--- config.mk ---
export PLATFORM = sky130hd
export DESIGN_NAME = pipeline_ctrl
export DESIGN_NICKNAME = d
export VERILOG_FILES = /design/src/rtl/pipeline_pkg.sv /design/src/rtl/sat_counter.sv /design/src/rtl/pipeline_ctrl.sv
export SDC_FILE = /design/constraint.sdc
export NUM_CORES = 1
export LEC_CHECK = 0
export BUFFER_PORTS_ARGS = -buffer_cell sky130_fd_sc_hd__clkbuf_2
export CAP_MARGIN = 20
export CORE_MARGIN = 3
export CORE_UTILIZATION = 49
export DETAILED_ROUTE_END_ITERATION = 16
export MAX_ROUTING_LAYER = met4
export PLACE_DENSITY = 0.75
export SLEW_MARGIN = 20
export SYNTH_ARGS = -nofsm -noshare
export SYNTH_HDL_FRONTEND = slang
export SYNTH_SLANG_ARGS = --single-unit
--- constraint.sdc ---
create_clock -name clk_i -period 1.9 [get_ports clk_i]
set_clock_uncertainty 0.05 [all_clocks]
set_input_delay 0.475 -clock clk_i [delete_from_list [all_inputs] [get_ports clk_i]]
set_output_delay 0.475 -clock clk_i [all_outputs]
set_load 0.05 [all_outputs]
--- src/rtl/pipeline_pkg.sv ---
// Shared types and defaults for the pipeline hazard/stall controller.
package pipeline_pkg;

    typedef enum logic [1:0] {
        StRun,
        StLoadBubble,
        StMemWait,
        StFault
    } pipe_state_e;

    localparam int unsigned TIMEOUT_CYCLES_DEFAULT = 255;

endpackage

--- src/rtl/sat_counter.sv ---
// Saturating up-counter with synchronous clear; clear takes priority over increment.
module sat_counter #(
    parameter int unsigned WIDTH = 16
) (
    input  logic             clk_i,
    input  logic             rst_i,
    input  logic             inc_i,
    input  logic             clr_i,
    output logic [WIDTH-1:0] cnt_o
);

    logic [WIDTH-1:0] cnt_q, cnt_d;

    always_comb begin
        cnt_d = cnt_q;
        if (clr_i) begin
            cnt_d = '0;
        end else if (inc_i && (cnt_q != '1)) begin
            cnt_d = cnt_q + WIDTH'(1);
        end
    end

    always_ff @(posedge clk_i or posedge rst_i) begin
        if (rst_i) begin
            cnt_q <= '0;
        end else begin
            cnt_q <= cnt_d;
        end
    end

    assign cnt_o = cnt_q;

endmodule

--- src/rtl/pipeline_ctrl.sv ---
// Five-stage pipeline stall/flush controller: load-use bubbles, branch flushes,
// data-memory wait stalls with a timeout fault, and a saturating stall-cycle counter.
module pipeline_ctrl
    import pipeline_pkg::*;
#(
    parameter int unsigned TIMEOUT_CYCLES = TIMEOUT_CYCLES_DEFAULT,
    parameter int unsigned CNT_W          = 16
) (
    input  logic             clk_i,
    input  logic             rst_i,
    input  logic             ld_hazard_i,
    input  logic             branch_taken_i,
    input  logic             dmem_req_i,
    input  logic             dmem_ack_i,
    input  logic             cnt_clr_i,
    output logic             pc_en_o,
    output logic             if_id_en_o,
    output logic             id_ex_en_o,
    output logic             ex_mem_en_o,
    output logic             mem_wb_en_o,
    output logic             if_id_flush_o,
    output logic             id_ex_flush_o,
    output logic [CNT_W-1:0] stall_cnt_o,
    output logic             timeout_o
);

    localparam int unsigned WaitW = $clog2(TIMEOUT_CYCLES + 1);
    localparam logic [WaitW-1:0] WaitLast = WaitW'(TIMEOUT_CYCLES - 1);

    pipe_state_e      state_q, state_d;
    logic [WaitW-1:0] wait_q, wait_d;

    logic use_rules, mem_stall, ld_ok;

    always_comb begin
        pc_en_o       = 1'b1;
        if_id_en_o    = 1'b1;
        id_ex_en_o    = 1'b1;
        ex_mem_en_o   = 1'b1;
        mem_wb_en_o   = 1'b1;
        if_id_flush_o = 1'b0;
        id_ex_flush_o = 1'b0;
        timeout_o     = 1'b0;
        state_d       = state_q;
        wait_d        = '0;
        use_rules     = 1'b0;
        mem_stall     = 1'b0;
        ld_ok         = 1'b0;

        unique case (state_q)
            StRun: begin
                use_rules = 1'b1;
                mem_stall = dmem_req_i && !dmem_ack_i;
                ld_ok     = 1'b1;
            end
            StLoadBubble: begin
                use_rules = 1'b1;
                mem_stall = dmem_req_i && !dmem_ack_i;
            end
            StMemWait: begin
                if (dmem_ack_i) begin
                    // Access completes: resolve branch/load for this same cycle.
                    use_rules = 1'b1;
                    ld_ok     = 1'b1;
                end else begin
                    mem_stall = 1'b1;
                    wait_d    = wait_q + WaitW'(1);
                    if (wait_q == WaitLast) begin
                        state_d = StFault;
                    end
                end
            end
            StFault: begin
                timeout_o = 1'b1;
                wait_d    = wait_q;
            end
            default: state_d = StRun;
        endcase

        if (mem_stall || (state_q == StFault)) begin
            pc_en_o     = 1'b0;
            if_id_en_o  = 1'b0;
            id_ex_en_o  = 1'b0;
            ex_mem_en_o = 1'b0;
            mem_wb_en_o = 1'b0;
            if (use_rules) begin
                state_d = StMemWait;
            end
        end else if (use_rules) begin
            state_d = StRun;
            if (branch_taken_i) begin
                if_id_flush_o = 1'b1;
                id_ex_flush_o = 1'b1;
            end else if (ld_hazard_i && ld_ok) begin
                pc_en_o       = 1'b0;
                if_id_en_o    = 1'b0;
                id_ex_flush_o = 1'b1;
                state_d       = StLoadBubble;
            end
        end
    end

    always_ff @(posedge clk_i or posedge rst_i) begin
        if (rst_i) begin
            state_q <= StRun;
            wait_q  <= '0;
        end else begin
            state_q <= state_d;
            wait_q  <= wait_d;
        end
    end

    sat_counter #(
        .WIDTH (CNT_W)
    ) u_stall_cnt (
        .clk_i (clk_i),
        .rst_i (rst_i),
        .inc_i (!pc_en_o),
        .clr_i (cnt_clr_i),
        .cnt_o (stall_cnt_o)
    );

endmodule

# --- Word level (Yosys, flattened, before mapping) ---
# Cells that the tools add are included.
word_totals:
  elab_cells: 49
  register_bits: 26
  input_bits: 7
op_classes:
  mux: 30
  add_sub_neg: 2
  n_reduce_logical: 9
  n_eq_ne: 5
op_table:
  columns: ["op", "n"]
  rows:
  - ["$mux 16", 2]
  - ["$mux 1", 17]
  - ["$add 16x1->16 const B", 1]
  - ["$ne 16x16->1 const B", 1]
  - ["$pmux 8 s2", 1]
  - ["$mux 2", 6]
  - ["$add 8x1->8 const B", 1]
  - ["$eq 8x8->1 const B", 1]
  - ["$mux 8", 1]
  - ["$pmux 1 s2", 3]
  - ["$eq 2x2->1 const B", 2]
  - ["$logic_and 1x1->1", 3]
  - ["$eq 2x1->1 const B", 1]
  - ["$logic_not 1->1", 2]
  - ["$logic_not 2->1", 1]
  - ["$reduce_bool 2->1", 1]
  - ["$reduce_or 2->1", 1]
  - ["$logic_or 1x1->1", 1]

# --- Logic depth before layout (Yosys ltp) ---
logic_depth:
  depth_word: 11
  ltp_mapped: 8
  depth_no_buf: 5

# --- By module ---
# A second synthesis with hierarchy kept.
unflattened:
  hier_cells: 171
  area_unflattened_um2: 1542.7
modules_own_cells:
  columns: ["mod", "area_each_um2", "n_inst", "cells_each", "seq_area_each_um2"]
  rows:
  - ["sat_counter", 932.1, 1, 101, 400.4]
  - ["pipeline_ctrl", 610.6, 1, 70, 250.2]

# --- Worst setup path before layout ---
# Ideal clock, no wire load.
synth_timing:
  path_kind: "input to output"
  from: "in dmem_req_i"
  to: "out id_ex_flush_o"
  required_ps: 1375
  arrival_ps: 2740
  stages: 4
  setup_slack_ps: -1365
  path_buffers: 0
  path_cell_list: "nor2b_1 o21ai_0 inv_1 nor2_1"
synth_between:
  elab_chain_cells: 4
synth_lines:
  columns: ["item", "line", "source"]
  rows:
  - ["start, declared", "pipeline_ctrl.sv:13", "input logic dmem_req_i,"]
  - ["$logic_and 1x1->1", "pipeline_ctrl.sv:53, pipeline_ctrl.sv:58", null]
  - ["$pmux 1 s2", "pipeline_ctrl.sv:50", "unique case (state_q)"]
  - ["$logic_or 1x1->1", "pipeline_ctrl.sv:80", "if (mem_stall || (state_q == StFault)) begin"]
  - ["$mux 1", "pipeline_ctrl.sv:80", null]
  - ["end, declared", "pipeline_ctrl.sv:22", "output logic id_ex_flush_o,"]
# No other way between the ends.

# --- Worst setup path after layout ---
layout_timing:
  from: "reg state_q[0]"
  to: "out if_id_en_o"
layout_between:
  elab_chain_cells: 7
  elab_cells_between_ends: 14
  cone_classes: "eq/ne: 3; mux: 7; reduce/logical: 4"
layout_lines:
  columns: ["item", "line", "source"]
  rows:
  - ["start, declared", "pipeline_ctrl.sv:30", "pipe_state_e state_q, state_d;"]
  - ["start signal, assigned", "pipeline_ctrl.sv:105", "state_q <= StRun;"]
  - ["start signal, assigned", "pipeline_ctrl.sv:108", "state_q <= state_d;"]
  - ["$eq 2x2->1 / $logic_not 2->1 (equally long branches)", "pipeline_ctrl.sv:50", null]
  - ["$pmux 1 s2", "pipeline_ctrl.sv:50", null]
  - ["$logic_and 1x1->1", "pipeline_ctrl.sv:94", "end else if (ld_hazard_i && ld_ok) begin"]
  - ["$mux 1", "pipeline_ctrl.sv:94", null]
  - ["$mux 1", "pipeline_ctrl.sv:91", "if (branch_taken_i) begin"]
  - ["$mux 1", "pipeline_ctrl.sv:89", "end else if (use_rules) begin"]
  - ["$mux 1 (*)", "pipeline_ctrl.sv:80", null]
  - ["end, declared", "pipeline_ctrl.sv:17", "output logic if_id_en_o,"]
# Mark *: on every way between the ends. The rest lies on a longest branch, timed or not.

==> summary.md <==
| Metric | Value |
|---|---|
| Status | `complete, but fails checks` |
| Failing checks | `negative setup slack` |
| Slew Limit Fails | `0` |
| Crit Reg-Reg Startpoint | `state_q[0]` |
| Die height | `62.2 um` |
| Grt ovf | `0` |
| Via/cell ratio | `6.22` |
| Clock-pin slew on the worst setup and hold paths | `0.16 ns` |
| Maximum vdd drop | `0.368 mV` |
| Max Cap Viol | `0` |
| Core Footprint | `2880 um2` |
| Drt initial violations | `182` |
| Total Die Area | `3870 um2` |
| # diodes | `0` |
| Starting Density | `53.9%` |
| Nets | `230` |
| Post-Syn Nets | `179` |
| Clock Latency Late Sink | `0.33 ns` |
| Reg area | `659 um2` |
| Detailed placement HPWL | `2.99 mm` |
| PwrDens | `611 nW/um2` |
| Setup WS post-layout | `-0.156 ns` |
| CP Launch Type | `register` |
| GPL Wtd Cong | `0.842` |
| Syn Inst Count | `169` |
| Inst Count DP | `249` |
| Sequential area share after synthesis | `42.0%` |
| CTS root buffer | `clkbuf_4` |
| Max Clk Rate | `486 MHz` |
| DRT Wirelength | `4.80 mm` |
| First-pass GRT wire length | `7.58 mm` |
| Vias in the first global route | `1599` |
| First drt pass iteration count | `5` |
| Synthesized area per cell | `9.17 um2` |
| Yosys cell types | `39` |
| Worst EP required | `1.37 ns` |
| Initial antenna violation count | `0` |
| CP peak stage delay | `0.45 ns` |
| Most common cell after layout, fill and taps aside | `buf_4` |
| Mapped Area | `1550 um2` |
| Multi-input combinational cell area | `965 um2` |
| Setup crit end kind | `output pin` |
| Reg2Reg Setup Slack | `-0.14 ns` |
| Crit path cell chain | `nand2b_4, a211oi_2, buf_4, buf_6, buf_12` |
| Total CTS buffers | `3` |
| Headroom to the max-slew limit | `68.4%` |
| Min Hold Slack | `0.127 ns` |
| Max clock buf depth | `2` |
| Reg2reg path depth | `7` |
| Port Buffers | `30` |
| Area growth syn-to-layout | `45.5%` |
| Flops & latches, synth | `26` |
| YS warnings | `0` |
| Main synth FF type | `dfrtp_1` |
| Layout cell share with drive strength beyond 1 | `46.6%` |
| RSZ-0062 raised after global routing | `yes` |
| Share of flip-flops with an asynchronous set or reset | `100%` |
| Worst slew pin tran | `0.474 ns` |
| Critical path arrival | `1.53 ns` |
| Most frequent cells in the layout | `26 x buf_4, 22 x clkbuf_2, 19 x dfrtp_1` |
| Io pins | `31` |
| Largest fanout on the critical path | `4` |
| Largest net degree at the start of global routing | `27` |
| Total GRT Usage | `24.7%` |
| TritonCTS clock tree | `built` |
| Filler cells | `177` |
| Period utilization | `108%` |
| Power Total | `1.38 mW` |
| WL per Instance | `18.4 um` |
| Vias post-DR | `1623` |
| Crit path buf inv count | `3` |
| Crit Path Category | `register to output pin` |
| Number of flops mapped to enable cells by yosys | `0` |
| FF-to-FF End | `u_stall_cnt.cnt_o[8]` |
| Clk sinks | `26` |
| DRC Markers | `0` |
| Leak Pwr | `0.964 nW` |
| Crit path max-delay cell type | `dfrtp_1` |
| H-tree depth | `1` |
| Final non-filler cell total | `261` |
| Die W | `62.2 um` |
| CP top delay family | `flip-flops` |
| Fin. Hold Viols | `0` |
| Hold WC Path Type | `input pin to async pin` |
| Remaining antenna violation count | `0` |
| # rows | `19` |
| Final Setup Violations | `15` |
| Final worst path period need | `2.06 ns` |
-- report_power, final --
| group | total [mW] | switching [mW] | internal, mW |
|---|---|---|---|
| clock network | 0.391 | 0.178 | 0.213 |
| logic | 0.404 | 0.226 | 0.178 |
| registers | 0.583 | 0.0161 | 0.567 |
| total | 1.38 | 0.420 | 0.958 |
-- metal layers --
layer  global-route usage (%)  wire length, um
met5                        -                0
met3                     3.42              194
met1                     26.2             1830
met4                     5.25              116
met2                     48.4             2650
-- through the flow --
stage | setup WS [ns] | setup TNS [ns] | utilization (%) | instance area [um2]
finish | -0.156 | -1.53 | 78.4 | 2260
global route | -0.218 | -2.30 | 78.4 | 2260
CTS | -0.142 | -1.02 | 74.9 | 2150
detailed placement | -0.124 | -1.25 | 66.9 | 1920
global placement | -0.0666 | -0.366 | 66.9 | 1920
floorplan | -0.101 | -0.853 | - | 1620
-- synth_stat cells (all sizes together) (2+ instances only) --
library cell / n / area share (%)
nand4: 3 / 1.2
nand2b: 2 / 0.81
o21ai: 9 / 2.9
nand2: 12 / 2.9
mux2: 4 / 2.9
a31oi: 2 / 0.81
nor3b: 3 / 1.8
a2111oi: 2 / 1.3
and3: 3 / 1.2
inv: 7 / 1.7
or4: 10 / 4.8
clkbuf: 3 / 0.73
nor4: 2 / 0.81
a21oi: 16 / 5.2
nand3: 11 / 3.6
nor2: 7 / 1.7
and4: 6 / 3.6
buf: 10 / 4.5
ha: 3 / 2.4
nor2b: 4 / 1.6
o31ai: 12 / 5.8
dfrtp: 26 / 42
-- kinds of logic (layout without fill, tap and decap cells) --
family | after synthesis | count (layout) | synth area share, %
adder cells (fa/ha/maj) | 3 | 3 | 2.42
flip-flops | 26 | 26 | 42.0
buffers and inverters | 20 | 70 | 6.94
AO/OA/AOI/OAI | 46 | 46 | 18.6
XOR/XNOR | 1 | 1 | 0.565
multiplexers | 4 | 4 | 2.91
AND/OR/NAND/NOR | 69 | 69 | 26.6
-- repair_timing --
item,4_1_cts,5_1_grt
pin swaps,5,5
gates cloned,1,0
hold endpoints to repair,0,0
gates resized for setup,23,29
hold buffers,0,0
endpoints found under the setup margin,17,24
buffers inserted,6,1
-- registers in the layout, summed over array words and instances (netlist names) --
register and flops:
u_stall_cnt.cnt_o 16, state_q 2, wait_q 8
-- worst reg2reg max path, delay by kind of cell, from the launching register on --
family          cells  cell delay [ns]
flops               1             0.45
simple gates        2             0.75
buf+inv             3             0.49
compound gates      2             0.21
-- worst max-delay path by stage --
stage / start / endpoint / cells after the start
after CTS: state_q[0] / if_id_en_o / 5
after global routing: state_q[0] / if_id_en_o / 5
after floorplan: u_stall_cnt.cnt_o[1] / u_stall_cnt.cnt_o[10] / 7
after detailed placement: dmem_req_i / id_ex_flush_o / 7
final: state_q[0] / if_id_en_o / 5
after global placement: dmem_req_i / id_ex_flush_o / 7
-- area by class of cell --
type                            instances  area share, %
Multi-Input combinational cell        123           42.8
Sequential cell                        26           29.2
Timing Repair Buffer                   59           22.1
Inverter                                7           1.28
Clock inverter                          1           1.33
Clock buffer                            3          0.998
Tap cell                               42           2.33
No activity file was read; power rests on OpenSTA's default activity.
